--- config.mk ---
export PLATFORM = sky130hd
export DESIGN_NAME = base_op_dispatcher
export DESIGN_NICKNAME = d
export VERILOG_FILES = /design/src/rtl/base_dispatch_pkg.sv /design/src/rtl/dispatch_fifo.sv /design/src/rtl/base_op_dispatcher.sv
export SDC_FILE = /design/constraint.sdc
export NUM_CORES = 1
export LEC_CHECK = 0
export ABC_CLOCK_PERIOD_IN_PS = 2400
export CORE_UTILIZATION = 45
export CTS_CLUSTER_SIZE = 28
export DETAILED_ROUTE_END_ITERATION = 12
export PLACE_DENSITY = 0.71
export REMOVE_ABC_BUFFERS = 1
export SLEW_MARGIN = 25
export SYNTH_ARGS = -nofsm -noshare
export SYNTH_HDL_FRONTEND = slang
export SYNTH_SLANG_ARGS = --single-unit
--- constraint.sdc ---
create_clock -name clk -period 2.4 [get_ports clk]
set_input_delay 0.48 -clock clk [delete_from_list [all_inputs] [get_ports clk]]
set_output_delay 0.48 -clock clk [all_outputs]
set_load 0.01 [all_outputs]
--- src/rtl/base_dispatch_pkg.sv ---
// ---------------------------------------------------------------------------
// base_dispatch_pkg
// Shared definitions for the base-selecting router's dispatcher stage:
//   - opcode set shared with the router and ALUs (OP_ADD .. OP_SHR)
//   - request record stored in the dispatch FIFO ({op, a, b}, 36 bits)
//   - dispatcher state encoding
//   - trap result and the divide-by-zero predicate
// ---------------------------------------------------------------------------
package base_dispatch_pkg;

    localparam logic [3:0] OP_ADD = 4'h0;
    localparam logic [3:0] OP_SUB = 4'h1;
    localparam logic [3:0] OP_MUL = 4'h2;
    localparam logic [3:0] OP_DIV = 4'h3;
    localparam logic [3:0] OP_AND = 4'h4;
    localparam logic [3:0] OP_OR  = 4'h5;
    localparam logic [3:0] OP_XOR = 4'h6;
    localparam logic [3:0] OP_SHL = 4'h7;
    localparam logic [3:0] OP_SHR = 4'h8;

    localparam logic [15:0] DIVZ_RESULT = 16'hFFFF;

    // One queued request; field order gives the {op, a, b} entry layout.
    typedef struct packed {
        logic [3:0]  op;
        logic [15:0] a;
        logic [15:0] b;
    } req_t;

    typedef enum logic [1:0] {
        IDLE  = 2'b00,
        ISSUE = 2'b01,
        WAIT  = 2'b10,
        OUT   = 2'b11
    } state_t;

    // True when the request is a division whose divisor is zero.
    function automatic logic is_div_by_zero(input req_t req);
        return (req.op == OP_DIV) && (req.b == 16'h0000);
    endfunction

endpackage

--- src/rtl/dispatch_fifo.sv ---
// ---------------------------------------------------------------------------
// dispatch_fifo
// Synchronous request FIFO, DEPTH entries (power of two) of {op, a, b}.
// The head entry is presented combinationally on pop_data while not empty.
// Ports:
//   clk, reset      clock, asynchronous active-high reset
//   push, push_data write request (ignored when full)
//   pop,  pop_data  read request (ignored when empty), head entry
//   full, empty     occupancy flags
//   count           occupancy, 0..DEPTH
// ---------------------------------------------------------------------------
module dispatch_fifo
    import base_dispatch_pkg::*;
#(
    parameter int DEPTH = 4
) (
    input  logic                       clk,
    input  logic                       reset,
    input  logic                       push,
    input  req_t                       push_data,
    input  logic                       pop,
    output req_t                       pop_data,
    output logic                       full,
    output logic                       empty,
    output logic [$clog2(DEPTH+1)-1:0] count
);

    localparam int PW = $clog2(DEPTH);
    localparam int CW = $clog2(DEPTH + 1);

    req_t          mem_r [DEPTH];
    logic [PW-1:0] wr_ptr_r;
    logic [PW-1:0] rd_ptr_r;
    logic [CW-1:0] count_r;
    logic          do_push_s;
    logic          do_pop_s;

    assign full      = (count_r == CW'(DEPTH));
    assign empty     = (count_r == CW'(0));
    assign count     = count_r;
    assign pop_data  = mem_r[rd_ptr_r];
    assign do_push_s = push && !full;
    assign do_pop_s  = pop && !empty;

    // Storage array; contents need no reset because count gates every read.
    always_ff @(posedge clk) begin
        if (do_push_s) begin
            mem_r[wr_ptr_r] <= push_data;
        end
    end

    // Pointers wrap naturally at DEPTH since DEPTH is a power of two.
    always_ff @(posedge clk or posedge reset) begin
        if (reset) begin
            wr_ptr_r <= '0;
            rd_ptr_r <= '0;
        end else begin
            if (do_push_s) begin
                wr_ptr_r <= wr_ptr_r + PW'(1);
            end
            if (do_pop_s) begin
                rd_ptr_r <= rd_ptr_r + PW'(1);
            end
        end
    end

    // Occupancy: simultaneous push and pop leaves the count unchanged.
    always_ff @(posedge clk or posedge reset) begin
        if (reset) begin
            count_r <= '0;
        end else begin
            case ({do_push_s, do_pop_s})
                2'b10:   count_r <= count_r + CW'(1);
                2'b01:   count_r <= count_r - CW'(1);
                default: count_r <= count_r;
            endcase
        end
    end

endmodule

--- src/rtl/base_op_dispatcher.sv ---
// ---------------------------------------------------------------------------
// base_op_dispatcher
// Upstream stage of the base-selecting router. Buffers requests in a FIFO,
// issues one at a time to the router (ISSUE settles base selection with the
// enable low, WAIT raises the enable and waits for rt_valid up to TIMEOUT
// cycles) and returns the result over a valid/ready response port.
//
// Optional build macro DIVZ_TRAP_EN: a DIV with b == 0 is answered directly
// with DIVZ_RESULT and out_divz = 1 without involving the router. Without
// the macro out_divz is tied 0 and such ops go to the router normally.
//
// Ports:
//   clk, reset                    clock, asynchronous active-high reset
//   in_valid/in_ready             request handshake; in_a, in_b, in_op
//   rt_enable, rt_operand_a/b,    router request (registered)
//   rt_operation
//   rt_result, rt_valid           router response (sampled only in WAIT)
//   out_valid/out_ready           response handshake; out_result, out_op,
//   out_timeout, out_divz         flags (registered)
//   count                         FIFO occupancy
//   busy                          op in progress or requests queued
// ---------------------------------------------------------------------------
module base_op_dispatcher
    import base_dispatch_pkg::*;
#(
    parameter int DEPTH   = 4,
    parameter int TIMEOUT = 16
) (
    input  logic                       clk,
    input  logic                       reset,
    input  logic                       in_valid,
    output logic                       in_ready,
    input  logic [15:0]                in_a,
    input  logic [15:0]                in_b,
    input  logic [3:0]                 in_op,
    output logic                       rt_enable,
    output logic [15:0]                rt_operand_a,
    output logic [15:0]                rt_operand_b,
    output logic [3:0]                 rt_operation,
    input  logic [15:0]                rt_result,
    input  logic                       rt_valid,
    output logic                       out_valid,
    input  logic                       out_ready,
    output logic [15:0]                out_result,
    output logic [3:0]                 out_op,
    output logic                       out_timeout,
    output logic                       out_divz,
    output logic [$clog2(DEPTH+1)-1:0] count
    ,
    output logic                       busy
);

    localparam int               TW       = $clog2(TIMEOUT);
    localparam logic [TW-1:0]    TMO_LAST = TW'(TIMEOUT - 1);

    state_t        state_r;
    state_t        next_state_s;
    req_t          head_s;
    req_t          push_req_s;
    req_t          op_r;
    logic [TW-1:0] tmo_cnt_r;
    logic          fifo_full_s;
    logic          fifo_empty_s;
    logic          push_s;
    logic          pop_s;
    logic          capture_s;
    logic          expire_s;
    logic          done_s;
    logic          rt_enable_r;
    logic          out_valid_r;
    logic [15:0]   out_result_r;
    logic [3:0]    out_op_r;
    logic          out_timeout_r;
`ifdef DIVZ_TRAP_EN
    logic          trap_s;
    logic          out_divz_r;
`endif

    assign push_req_s = '{op: in_op, a: in_a, b: in_b};
    assign in_ready   = ~fifo_full_s;
    assign push_s     = in_valid && in_ready;

    dispatch_fifo #(
        .DEPTH (DEPTH)
    ) u_fifo (
        .clk       (clk),
        .reset     (reset),
        .push      (push_s),
        .push_data (push_req_s),
        .pop       (pop_s),
        .pop_data  (head_s),
        .full      (fifo_full_s),
        .empty     (fifo_empty_s),
        .count     (count)
    );

    // Router operands come straight from the op register so they stay stable
    // from ISSUE through the end of WAIT.
    assign rt_enable    = rt_enable_r;
    assign rt_operand_a = op_r.a;
    assign rt_operand_b = op_r.b;
    assign rt_operation = op_r.op;
    assign out_valid    = out_valid_r;
    assign out_result   = out_result_r;
    assign out_op       = out_op_r;
    assign out_timeout  = out_timeout_r;
`ifdef DIVZ_TRAP_EN
    assign out_divz     = out_divz_r;
`else
    assign out_divz     = 1'b0;
`endif
    assign busy = (state_r != IDLE) || (count != '0);

    // State register.
    always_ff @(posedge clk or posedge reset) begin
        if (reset) begin
            state_r <= IDLE;
        end else begin
            state_r <= next_state_s;
        end
    end

    // Next-state and per-cycle control decisions.
    always_comb begin
        next_state_s = state_r;
        pop_s        = 1'b0;
        capture_s    = 1'b0;
        expire_s     = 1'b0;
        done_s       = 1'b0;
`ifdef DIVZ_TRAP_EN
        trap_s       = 1'b0;
`endif
        case (state_r)
            IDLE: begin
                if (!fifo_empty_s) begin
                    pop_s = 1'b1;
`ifdef DIVZ_TRAP_EN
                    if (is_div_by_zero(head_s)) begin
                        trap_s       = 1'b1;
                        next_state_s = OUT;
                    end else begin
                        next_state_s = ISSUE;
                    end
`else
                    next_state_s = ISSUE;
`endif
                end else begin
                    next_state_s = IDLE;
                end
            end
            ISSUE: begin
                next_state_s = WAIT;
            end
            WAIT: begin
                // A result arriving on the last allowed cycle still wins.
                if (rt_valid) begin
                    capture_s    = 1'b1;
                    next_state_s = OUT;
                end else if (tmo_cnt_r == TMO_LAST) begin
                    expire_s     = 1'b1;
                    next_state_s = OUT;
                end else begin
                    next_state_s = WAIT;
                end
            end
            OUT: begin
                if (out_ready) begin
                    done_s       = 1'b1;
                    next_state_s = IDLE;
                end else begin
                    next_state_s = OUT;
                end
            end
            default: begin
                next_state_s = IDLE;
            end
        endcase
    end

    // Op register, loaded from the FIFO head on every pop.
    always_ff @(posedge clk or posedge reset) begin
        if (reset) begin
            op_r <= '0;
        end else if (pop_s) begin
            op_r <= head_s;
        end else begin
            op_r <= op_r;
        end
    end

    // WAIT-cycle counter; idles at zero so each WAIT entry starts from 0.
    always_ff @(posedge clk or posedge reset) begin
        if (reset) begin
            tmo_cnt_r <= '0;
        end else if (state_r == WAIT) begin
            tmo_cnt_r <= tmo_cnt_r + TW'(1);
        end else begin
            tmo_cnt_r <= '0;
        end
    end

    // Router enable and response registers.
    always_ff @(posedge clk or posedge reset) begin
        if (reset) begin
            rt_enable_r   <= 1'b0;
            out_valid_r   <= 1'b0;
            out_result_r  <= 16'h0000;
            out_op_r      <= 4'h0;
            out_timeout_r <= 1'b0;
        end else begin
            rt_enable_r <= (next_state_s == WAIT);
            if (capture_s) begin
                out_valid_r   <= 1'b1;
                out_result_r  <= rt_result;
                out_op_r      <= op_r.op;
                out_timeout_r <= 1'b0;
            end else if (expire_s) begin
                out_valid_r   <= 1'b1;
                out_result_r  <= 16'h0000;
                out_op_r      <= op_r.op;
                out_timeout_r <= 1'b1;
            end
`ifdef DIVZ_TRAP_EN
            else if (trap_s) begin
                out_valid_r   <= 1'b1;
                out_result_r  <= DIVZ_RESULT;
                out_op_r      <= head_s.op;
                out_timeout_r <= 1'b0;
            end
`endif
            else if (done_s) begin
                out_valid_r <= 1'b0;
            end else begin
                out_valid_r <= out_valid_r;
            end
        end
    end

`ifdef DIVZ_TRAP_EN
    // Divide-by-zero flag: set by a trap, cleared by any router-path response.
    always_ff @(posedge clk or posedge reset) begin
        if (reset) begin
            out_divz_r <= 1'b0;
        end else if (trap_s) begin
            out_divz_r <= 1'b1;
        end else if (capture_s || expire_s) begin
            out_divz_r <= 1'b0;
        end else begin
            out_divz_r <= out_divz_r;
        end
    end
`endif

endmodule
==> results.py, run 1 <==
metrics = {
    "run_status": {
        "status": "completed",
    },
    "synth": {
        "yosys_warnings": 0,
        "synth_area_sq_um": 8060,
        "synthCells": 383,
        "synth-edff-count": 144,
        "syn_area_per_cell_sq_um": 21.0,
        "ys_seq_area_share_pct": 76.0,
        "yosysUniqueCellTypes": 30,
        "ys_ff_latch": 216,
        "async_flop_share_pct": 33.3,
        "ys.flop_type": "edfxtp_1",
    },
    "clocking": {
        "holdBufCountCts": 0,
        "clock_path_buffers": 3,
        "cts_root_buf": "clkbuf_16",
        "numCtsBuffers": 23,
        "cts_sinks": 216,
        "cts_tree": "yes",
        "clk_pin_slew_worst_paths_ns": 0.06,
        "insertion_delay_ns": 0.50,
        "htreeDepth": 1,
    },
    "worst_setup_path": {
        "required_ns": 1.92,
        "arrival_ns": 1.83,
        "crit_start": "u_fifo.count[0]",
        "reg2reg_depth": 9,
        "cp-end-kind": "primary output",
        "crit_slowest_cell": "clkdlybuf4s50_1",
        "r2r-start": "u_fifo.count[0]",
        "start_kind": "flip-flop",
        "crit_type": "flip-flop to primary output",
        "crit_chain": "or3b_4 -> clkdlybuf4s50_1",
        "r2r_slack_ns": 0.18,
        "max_stage_delay_ns": 0.49,
        "crit_fanout": 6,
        "crit_end": "in_ready",
        "r2r-end": "u_fifo.count[2]",
    },
    "global_route": {
        "grt_pass1_wl_um": 23500,
        "grt_pass1_vias": 4358,
        "grt_overflow": 0,
        "grt.total_usage_pct": 16.9,
        "grt_antenna_before_repair": 0,
        "grt_max_degree": 39,
    },
    "min_path": {
        "holdCritPathClass": "primary input to asynchronous set/reset pin",
    },
    "power": {
        "power_leakage_nw": 3.83,
        "peakVddDrop_mv": 0.800,
        "p_total_mw": 13.4,
        "p_per_area_nw_per_um2": 1290,
    },
    "cells_and_area": {
        "syn2layout_area_growth_pct": 28.7,
        "drive_gt1_share_pct": 25.0,
        "fin_nets": 587,
        "fin_area_sq_um": 10400,
        "diodes": 0,
        "utilization_pct": 59.6,
    },
    "route": {
        "num_vias": 3980,
        "drt-wirelength-per-cell_um": 19.4,
        "via_per_inst": 5.20,
        "wl_um": 14800,
        "ant_nets": 0,
        "first_pass_iters": 4,
        "first_iter_violations": 180,
        "drc": 0,
    },
    "sta": {
        "finClkSkew_ns": 0.00519,
        "fin_crit_sh_pct": 96.4,
        "hold_violations": 0,
        "rsz0062_at_grt": "no",
        "slew_viol_final": 0,
        "fin_crit_ns": 2.31,
        "slew_headroom_pct": 63.1,
        "tightest_slew_ns": 0.553,
        "max_freq_ghz": 0.432,
        "setup_viol": 0,
        "fin_tns_setup_ns": 0,
    },
    "floorplan": {
        "num_rows": 48,
        "die_x_um": 136,
        "start_util_pct": 46.3,
        "die-area_sq_um": 18500,
        "die_h_um": 136,
        "ios": 122,
        "core_sq_um": 17400,
    },
    "place": {
        "gp_congestion": 0.750,
        "dpl.hpwl_um": 8960,
        "placed_cell_area_sq_um": 9620,
        "numPortBuffers": 120,
    },
    "job": {
        "maxCapViolCount": 0,
    },
}
## cell type report
class                      count  area (sq um)
tap                          225           282
fill                        1300          7040
timing repair buffer         132          1380
inverter                       8          31.3
clock buffer                  34           688
clock inverter                 8          70.1
sequential                   216          6130
multi-input combinational    142          1800
## metal layers
| layer | wire length (um) | GRT usage [%] | vias up |
|---|---|---|---|
| met5 | 0 | 0 | - |
| met4 | 363 | 4.62 | 0 |
| met3 | 853 | 3.47 | 24 |
| met2 | 7330 | 29.1 | 123 |
| met1 | 6280 | 21.8 | 2048 |
| li1 | - | - | 1785 |
## cells in the mapped netlist, types with 4 or more instances
master	number	area share, %
buf_6	5	0.70
ha_1	6	0.93
mux4_2	36	10
mux2_2	34	4.7
nand2_1	4	0.19
edfxtp_1	144	54
and3_1	5	0.39
inv_1	8	0.37
nor2_1	6	0.28
mux2_4	7	1.3
a22o_1	16	1.7
dfrtp_1	72	22
clkbuf_1	4	0.19
buf_2	7	0.43
xnor2_1	5	0.54
## critical path: cells and delay by family (launching register included)
family                 cells  cell delay (ns)
buffers and inverters      1             0.49
and+or+nand+nor            1             0.42
DFF                        1             0.42
## what timing repair did
item / in CTS / in global routing
gates cloned: 0 / 0
buffers inserted: 0 / 0
resized for setup: 1 / 1
setup endpoints to repair: 1 / 2
## logic make-up after synthesis
kind of cell,after synthesis,synth area share [%]
DFF,216,76.0
muxes,78,16.2
and+or+nand+nor,28,1.85
buffers and inverters,25,1.78
AOI/OAI and AO/OA,20,2.05
xor gates and xnor gates,8,0.869
adders and majority gates,7,1.18
other,1,0.0465
## registers in the layout, summed over array words and instances, names as in the netlist
register and cells:
out_op 4, out_result 16, out_timeout 1, out_valid 1, rt_enable 1, rt_operand_a 16, rt_operand_b 16, rt_operation 4
state_r 2, tmo_cnt_r 4, u_fifo.count 3, u_fifo.mem_r 144, u_fifo.rd_ptr_r 2, u_fifo.wr_ptr_r 2
## cell usage in the layout (no fill, tap or decap), types with 2 or more instances in the layout
cell type / n
clkdlybuf4s50_1: 119
buf_4: 5
ha_1: 6
a22o_1: 16
clkinv_2: 6
mux2_4: 7
clkbuf_8: 5
nor2b_1: 2
xor2_1: 3
buf_12: 7
mux4_2: 36
xnor2_1: 5
nand3_1: 3
edfxtp_1: 144
nand2b_1: 3
clkbuf_1: 5
dfrtp_2: 2
and2_1: 3
inv_1: 7
and3_2: 4
mux2_2: 34
nor2_1: 6
dfrtp_1: 70
nand2_1: 3
clkbuf_16: 24
## report_power, final
group          switching [mW]  internal [mW]
clock                    1.35           2.09
combinational            1.81           2.52
sequential              0.508           5.14
total                    3.67           9.75
## worst min-delay path by stage
stage | to | from | slack [ns] | cells after the start
3_5_place_dp | tmo_cnt_r[0] | tmo_cnt_r[0] | 0.45 | 1
3_3_place_gp | tmo_cnt_r[0] | tmo_cnt_r[0] | 0.45 | 1
5_1_grt | rt_operand_b[1] | reset | 0.33 | 2
6_report | out_result[13] | reset | 0.30 | 2
2_1_floorplan | tmo_cnt_r[0] | tmo_cnt_r[0] | 0.43 | 1
4_1_cts | rt_operand_b[1] | reset | 0.31 | 2
## stage by stage
stage / hold WS, ns / std cells / worst slack, ns
finish: 0.305 / 765 / 0.0859
global route: 0.334 / 765 / 0.0181
CTS: 0.309 / 765 / 0.0129
detailed placement: 0.454 / 723 / 0.0806
global placement: 0.449 / 723 / 0.161
floorplan: 0.433 / 366 / -0.400
(Power assumes the default switching activity.)
==> inputs of run 2 (changes only) <==
Settings changed: CTS_CLUSTER_DIAMETER set to 80.
==> run 2 against run 1 <==
- cell area decreased by 3.6%
- global-route usage shrank 0.58 points
- register-to-register slack is essentially flat
- worst hold slack improved by 0.019 ns
- worst setup slack gained 0.025 ns
- power is 9.4% lower
- first-iteration DRC count rose by 22%
- non-clock buffer count stayed put
- sequential power is essentially flat
- clock-buffer cell count is 18 lower
- critical path type unchanged
- largest cell class unchanged
==> results.py, run 2 (synthesis results as in run 1) <==
metrics = {
    "worst_setup_path": {
        "r2r-end": "u_fifo.count[2]",
        "crit_type": "flip-flop to primary output",
        "r2r-start": "u_fifo.count[0]",
        "start_kind": "flip-flop",
        "r2r_slack_ns": 0.18,
        "arrival_ns": 1.81,
        "required_ns": 1.92,
        "crit_fanout": 6,
        "crit_chain": "or3b_4 -> clkdlybuf4s50_1",
        "cp-end-kind": "primary output",
        "reg2reg_depth": 9,
        "max_stage_delay_ns": 0.49,
        "crit_slowest_cell": "clkdlybuf4s50_1",
    },
    "floorplan": {
        "die_h_um": 136,
        "num_rows": 48,
        "start_util_pct": 46.3,
        "core_sq_um": 17400,
        "die_x_um": 136,
        "die-area_sq_um": 18500,
        "ios": 122,
    },
    "clocking": {
        "holdBufCountCts": 0,
        "htreeDepth": 1,
        "clock_path_buffers": 3,
        "clk_pin_slew_worst_paths_ns": 0.10,
        "insertion_delay_ns": 0.47,
        "numCtsBuffers": 12,
        "cts_tree": "yes",
        "cts_root_buf": "clkbuf_16",
        "cts_sinks": 216,
    },
    "global_route": {
        "grt.total_usage_pct": 16.3,
        "grt_pass1_wl_um": 22800,
        "grt_pass1_vias": 4228,
        "grt_max_degree": 39,
        "grt_antenna_before_repair": 0,
        "grt_overflow": 0,
    },
    "route": {
        "first_pass_iters": 4,
        "num_vias": 3901,
        "drc": 0,
        "ant_nets": 0,
        "wl_um": 14400,
        "drt-wirelength-per-cell_um": 19.4,
        "via_per_inst": 5.25,
        "first_iter_violations": 219,
    },
    "power": {
        "power_leakage_nw": 3.64,
        "internal-power_mw": 8.68,
        "combPwrFrac_pct": 35.6,
        "seq_power_share_pct": 46.3,
        "p_per_area_nw_per_um2": 1220,
        "p_sw_share_pct": 28.6,
        "power.share.clock_pct": 18.1,
        "p_sw_mw": 3.48,
        "peakVddDrop_mv": 0.718,
    },
    "sta": {
        "fin_crit_ns": 2.29,
        "tightest_slew_ns": 0.553,
        "setup_viol": 0,
        "fin_crit_sh_pct": 95.4,
        "worst_slack_ns": 0.111,
        "max_freq_ghz": 0.437,
        "rsz0062_at_grt": "no",
        "hold_violations": 0,
        "finClkSkew_ns": 0.0135,
        "slew_viol_final": 0,
        "slew_headroom_pct": 63.1,
        "fin_tns_setup_ns": 0,
    },
    "place": {
        "dpl.hpwl_um": 8960,
        "dp_slack_ns": 0.0806,
        "place_inst": 723,
        "gp_congestion": 0.750,
        "numPortBuffers": 120,
    },
    "cells_and_area": {
        "drive_gt1_share_pct": 22.2,
        "syn2layout_area_growth_pct": 24.1,
        "regMostFlops": "u_fifo.mem_r",
        "fin_nets": 576,
        "diodes": 0,
        "mostFrequentLayoutCells": "edfxtp_1, clkdlybuf4s50_1, dfrtp_1, mux4_2, mux2_2",
        "layout_commonest_cell": "edfxtp_1",
        "largest_reg_flops": 144,
        "final_cell_count_no_fill": 743,
    },
    "min_path": {
        "holdCritPathClass": "primary input to asynchronous set/reset pin",
    },
    "run_status": {
        "status": "completed",
    },
    "job": {
        "maxCapViolCount": 0,
    },
}
==> run 2: cell count changes in the layout (fill, tap and decap cells not counted), sizes merged <==
cell,before,now
clkbuf,34,16
clkinv,6,2
bufinv,1,0
inv,9,10
==> run 2: repair_timing <==
action	in CTS	in global routing
buffers inserted	0	0
gates resized for setup	1	1
setup endpoints to repair	1	2
pin swaps	0	0
==> run 2: power by group through the flow <==
stage,clock network [mW],logic [mW],registers [mW]
after detailed placement,0,4.41,5.73
after CTS,2.28,4.43,5.64
after global routing,2.39,4.71,5.75
after global placement,0,4.34,5.65
after floorplan,0,2.05,6.04
final,2.20,4.33,5.63
==> run 2: cell type report <==
type,count,area [sq um]
Clock buffer,16,337
Clock inverter,4,45.0
Fill cell,1333,7410
Inverter,8,31.3
Multi-Input combinational cell,142,1800
Sequential cell,216,6130
Tap cell,225,282
Timing Repair Buffer,132,1380
==> run 2: routing by layer <==
layer	global-route usage (%)	routed length, um
met4	3.75	273
met1	21.4	6170
met3	2.68	832
met5	0	0
met2	28.6	7140
==> run 2: stage by stage <==
stage	power [mW]	util (%)	area [sq um]	hold WS, ns
floorplan	8.09	-	7950	0.433
global placement	9.99	55.2	9620	0.449
detailed placement	10.1	55.2	9620	0.454
CTS	12.4	57.4	10000	0.329
global route	12.8	57.4	10000	0.350
finish	12.2	57.4	10000	0.323
==> run 2: how the worst max path moves through the flow <==
stage / from / endpoint / cells past startpoint
2_1_floorplan: u_fifo.count[2] / u_fifo.count[2] / 9
3_3_place_gp: in_valid / u_fifo.count[2] / 9
3_5_place_dp: in_valid / u_fifo.count[2] / 9
4_1_cts: u_fifo.count[0] / in_ready / 2
5_1_grt: u_fifo.count[0] / u_fifo.count[2] / 9
6_report: u_fifo.count[0] / in_ready / 2
==> run 2: worst max-delay path, delay by kind of cell (launching register included) <==
kind,cells,cell delay (ns)
DFF,1,0.44
buffers and inverters,1,0.49
and+or+nand+nor,1,0.42
==> inputs of run 3 (changes only) <==
Settings changed: CORE_ASPECT_RATIO set to 1.75.
==> run 3 against run 2 <==
- die area increased by 0.11%
- highest routed layer unchanged
- core utilization decreased by 0.26 points
- clock skew decreased by 0.0074 ns
- global-route usage increased by 0.67 points
- sequential power about the same
- first-iteration DRC count decreased by 2.3%
- register-to-register slack got worse by 0.02 ns
- worst hold slack improved by 0.036 ns
==> results.py, run 3 (synthesis results as in run 1) <==
metrics = {
    "clocking": {
        "clock_path_buffers": 3,
        "numCtsBuffers": 11,
        "cts_root_buf": "clkbuf_16",
        "cts_sinks": 216,
        "clk_pin_slew_worst_paths_ns": 0.10,
        "insertion_delay_ns": 0.45,
        "holdBufCountCts": 0,
        "cts_tree": "yes",
        "htreeDepth": 1,
    },
    "route": {
        "via_per_inst": 5.19,
        "first_pass_iters": 4,
        "ant_nets": 0,
        "first_iter_violations": 214,
        "drt-wirelength-per-cell_um": 19.8,
        "wl_um": 14800,
        "drc": 0,
        "num_vias": 3893,
    },
    "sta": {
        "finClkSkew_ns": 0.00613,
        "hold_violations": 0,
        "fin_crit_sh_pct": 95.6,
        "slew_viol_final": 0,
        "setup_viol": 0,
        "slew_headroom_pct": 59.4,
        "rsz0062_at_grt": "no",
        "max_freq_ghz": 0.436,
        "tightest_slew_ns": 0.609,
        "fin_tns_setup_ns": 0,
        "whs_ns": 0.359,
        "fin_crit_ns": 2.29,
    },
    "worst_setup_path": {
        "r2r-start": "u_fifo.count[0]",
        "r2r-end": "u_fifo.count[2]",
        "reg2reg_depth": 9,
        "arrival_ns": 1.81,
        "crit_start": "u_fifo.count[0]",
        "crit_fanout": 6,
        "crit_end": "in_ready",
        "required_ns": 1.92,
        "r2r_slack_ns": 0.16,
        "cp-end-kind": "primary output",
        "crit_type": "flip-flop to primary output",
        "start_kind": "flip-flop",
    },
    "cells_and_area": {
        "regMostFlops": "u_fifo.mem_r",
        "diodes": 0,
        "regArea_sq_um": 6130,
        "multi_input_area_sq_um": 1810,
        "syn2layout_area_growth_pct": 24.4,
        "fill_cells": 1338,
        "largest_reg_flops": 144,
        "mostFrequentLayoutCells": "edfxtp_1, clkdlybuf4s50_1, dfrtp_1, mux4_2, mux2_2",
        "final_cell_count_no_fill": 750,
        "utilization_pct": 57.2,
        "layout_commonest_cell": "edfxtp_1",
        "drive_gt1_share_pct": 22.4,
        "fin_nets": 579,
    },
    "power": {
        "seq_power_share_pct": 46.8,
        "p_sw_mw": 3.43,
        "p_total_mw": 12.1,
        "p_per_area_nw_per_um2": 1210,
        "peakVddDrop_mv": 0.628,
        "p_sw_share_pct": 28.3,
        "internal-power_mw": 8.68,
        "power.share.clock_pct": 16.8,
        "combPwrFrac_pct": 36.4,
        "power_leakage_nw": 3.64,
    },
    "job": {
        "maxCapViolCount": 0,
    },
    "floorplan": {
        "start_util_pct": 46.0,
        "core_sq_um": 17500,
        "num_rows": 64,
        "die_h_um": 179,
        "ios": 122,
        "die-area_sq_um": 18500,
        "die_x_um": 103,
    },
    "place": {
        "place_inst": 731,
        "dpl.hpwl_um": 9830,
        "numPortBuffers": 120,
        "gp_congestion": 0.736,
    },
    "min_path": {
        "holdCritPathClass": "primary input to asynchronous set/reset pin",
    },
    "global_route": {
        "grt_pass1_wl_um": 23000,
        "grt_overflow": 0,
        "grt_antenna_before_repair": 0,
        "grt_max_degree": 52,
        "grt_pass1_vias": 4298,
        "grt.total_usage_pct": 17.0,
    },
    "run_status": {
        "status": "completed",
    },
}
## run 3: cell types whose count changed in the layout (fill, tap and decap cells not counted), sizes merged
cell / before / now
bufinv: 0 / 1
buf: 12 / 16
inv: 10 / 7
clkbuf: 16 / 15
## run 3: critical path, cell delays in order, from the launching register on
cell and delay, ns:
dfrtp_1 0.45, or3b_4 0.42, clkdlybuf4s50_1 0.50
## run 3: worst min-delay path by stage
stage,end,start
after CTS,rt_operand_b[3],reset
after detailed placement,out_valid,out_valid
after global routing,rt_operand_b[14],reset
after floorplan,tmo_cnt_r[0],tmo_cnt_r[0]
after global placement,tmo_cnt_r[0],tmo_cnt_r[0]
final,rt_operand_b[14],reset
## run 3: power groups by stage
stage	Clock (mW)	Sequential [mW]	Combinational (mW)
6_report	2.03	5.66	4.41
5_1_grt	2.25	5.77	4.79
4_1_cts	2.11	5.68	4.52
3_5_place_dp	0	5.75	4.47
3_3_place_gp	0	5.69	4.37
2_1_floorplan	0	6.04	2.05
## run 3: area by class of cell
cell class | instances | share of cell area, %
clock inverter | 2 | 0.349
clock buffer | 15 | 2.90
tap | 231 | 2.88
timing repair buffer | 136 | 14.4
inverter | 8 | 0.312
multi-input combinational | 142 | 18.0
sequential | 216 | 61.1
## run 3: routing by layer
metal	global-route usage [%]	wire (um)
met1	19.4	5520
met2	32.6	8600
met3	1.64	416
met5	0	0
met4	5.40	319
## run 3: timing repair
item                       in CTS  in global routing
gates resized for setup         2                  1
buffers inserted                2                  0
setup endpoints to repair       1                  2
pin swaps                       0                  0
## run 3: stage by stage
stage	instance area, sq um	worst slack [ns]
floorplan	7950	-0.400
global placement	9680	0.160
global route	10000	0.0392
finish	10000	0.105
CTS	10000	0.0339
detailed placement	9680	0.0913
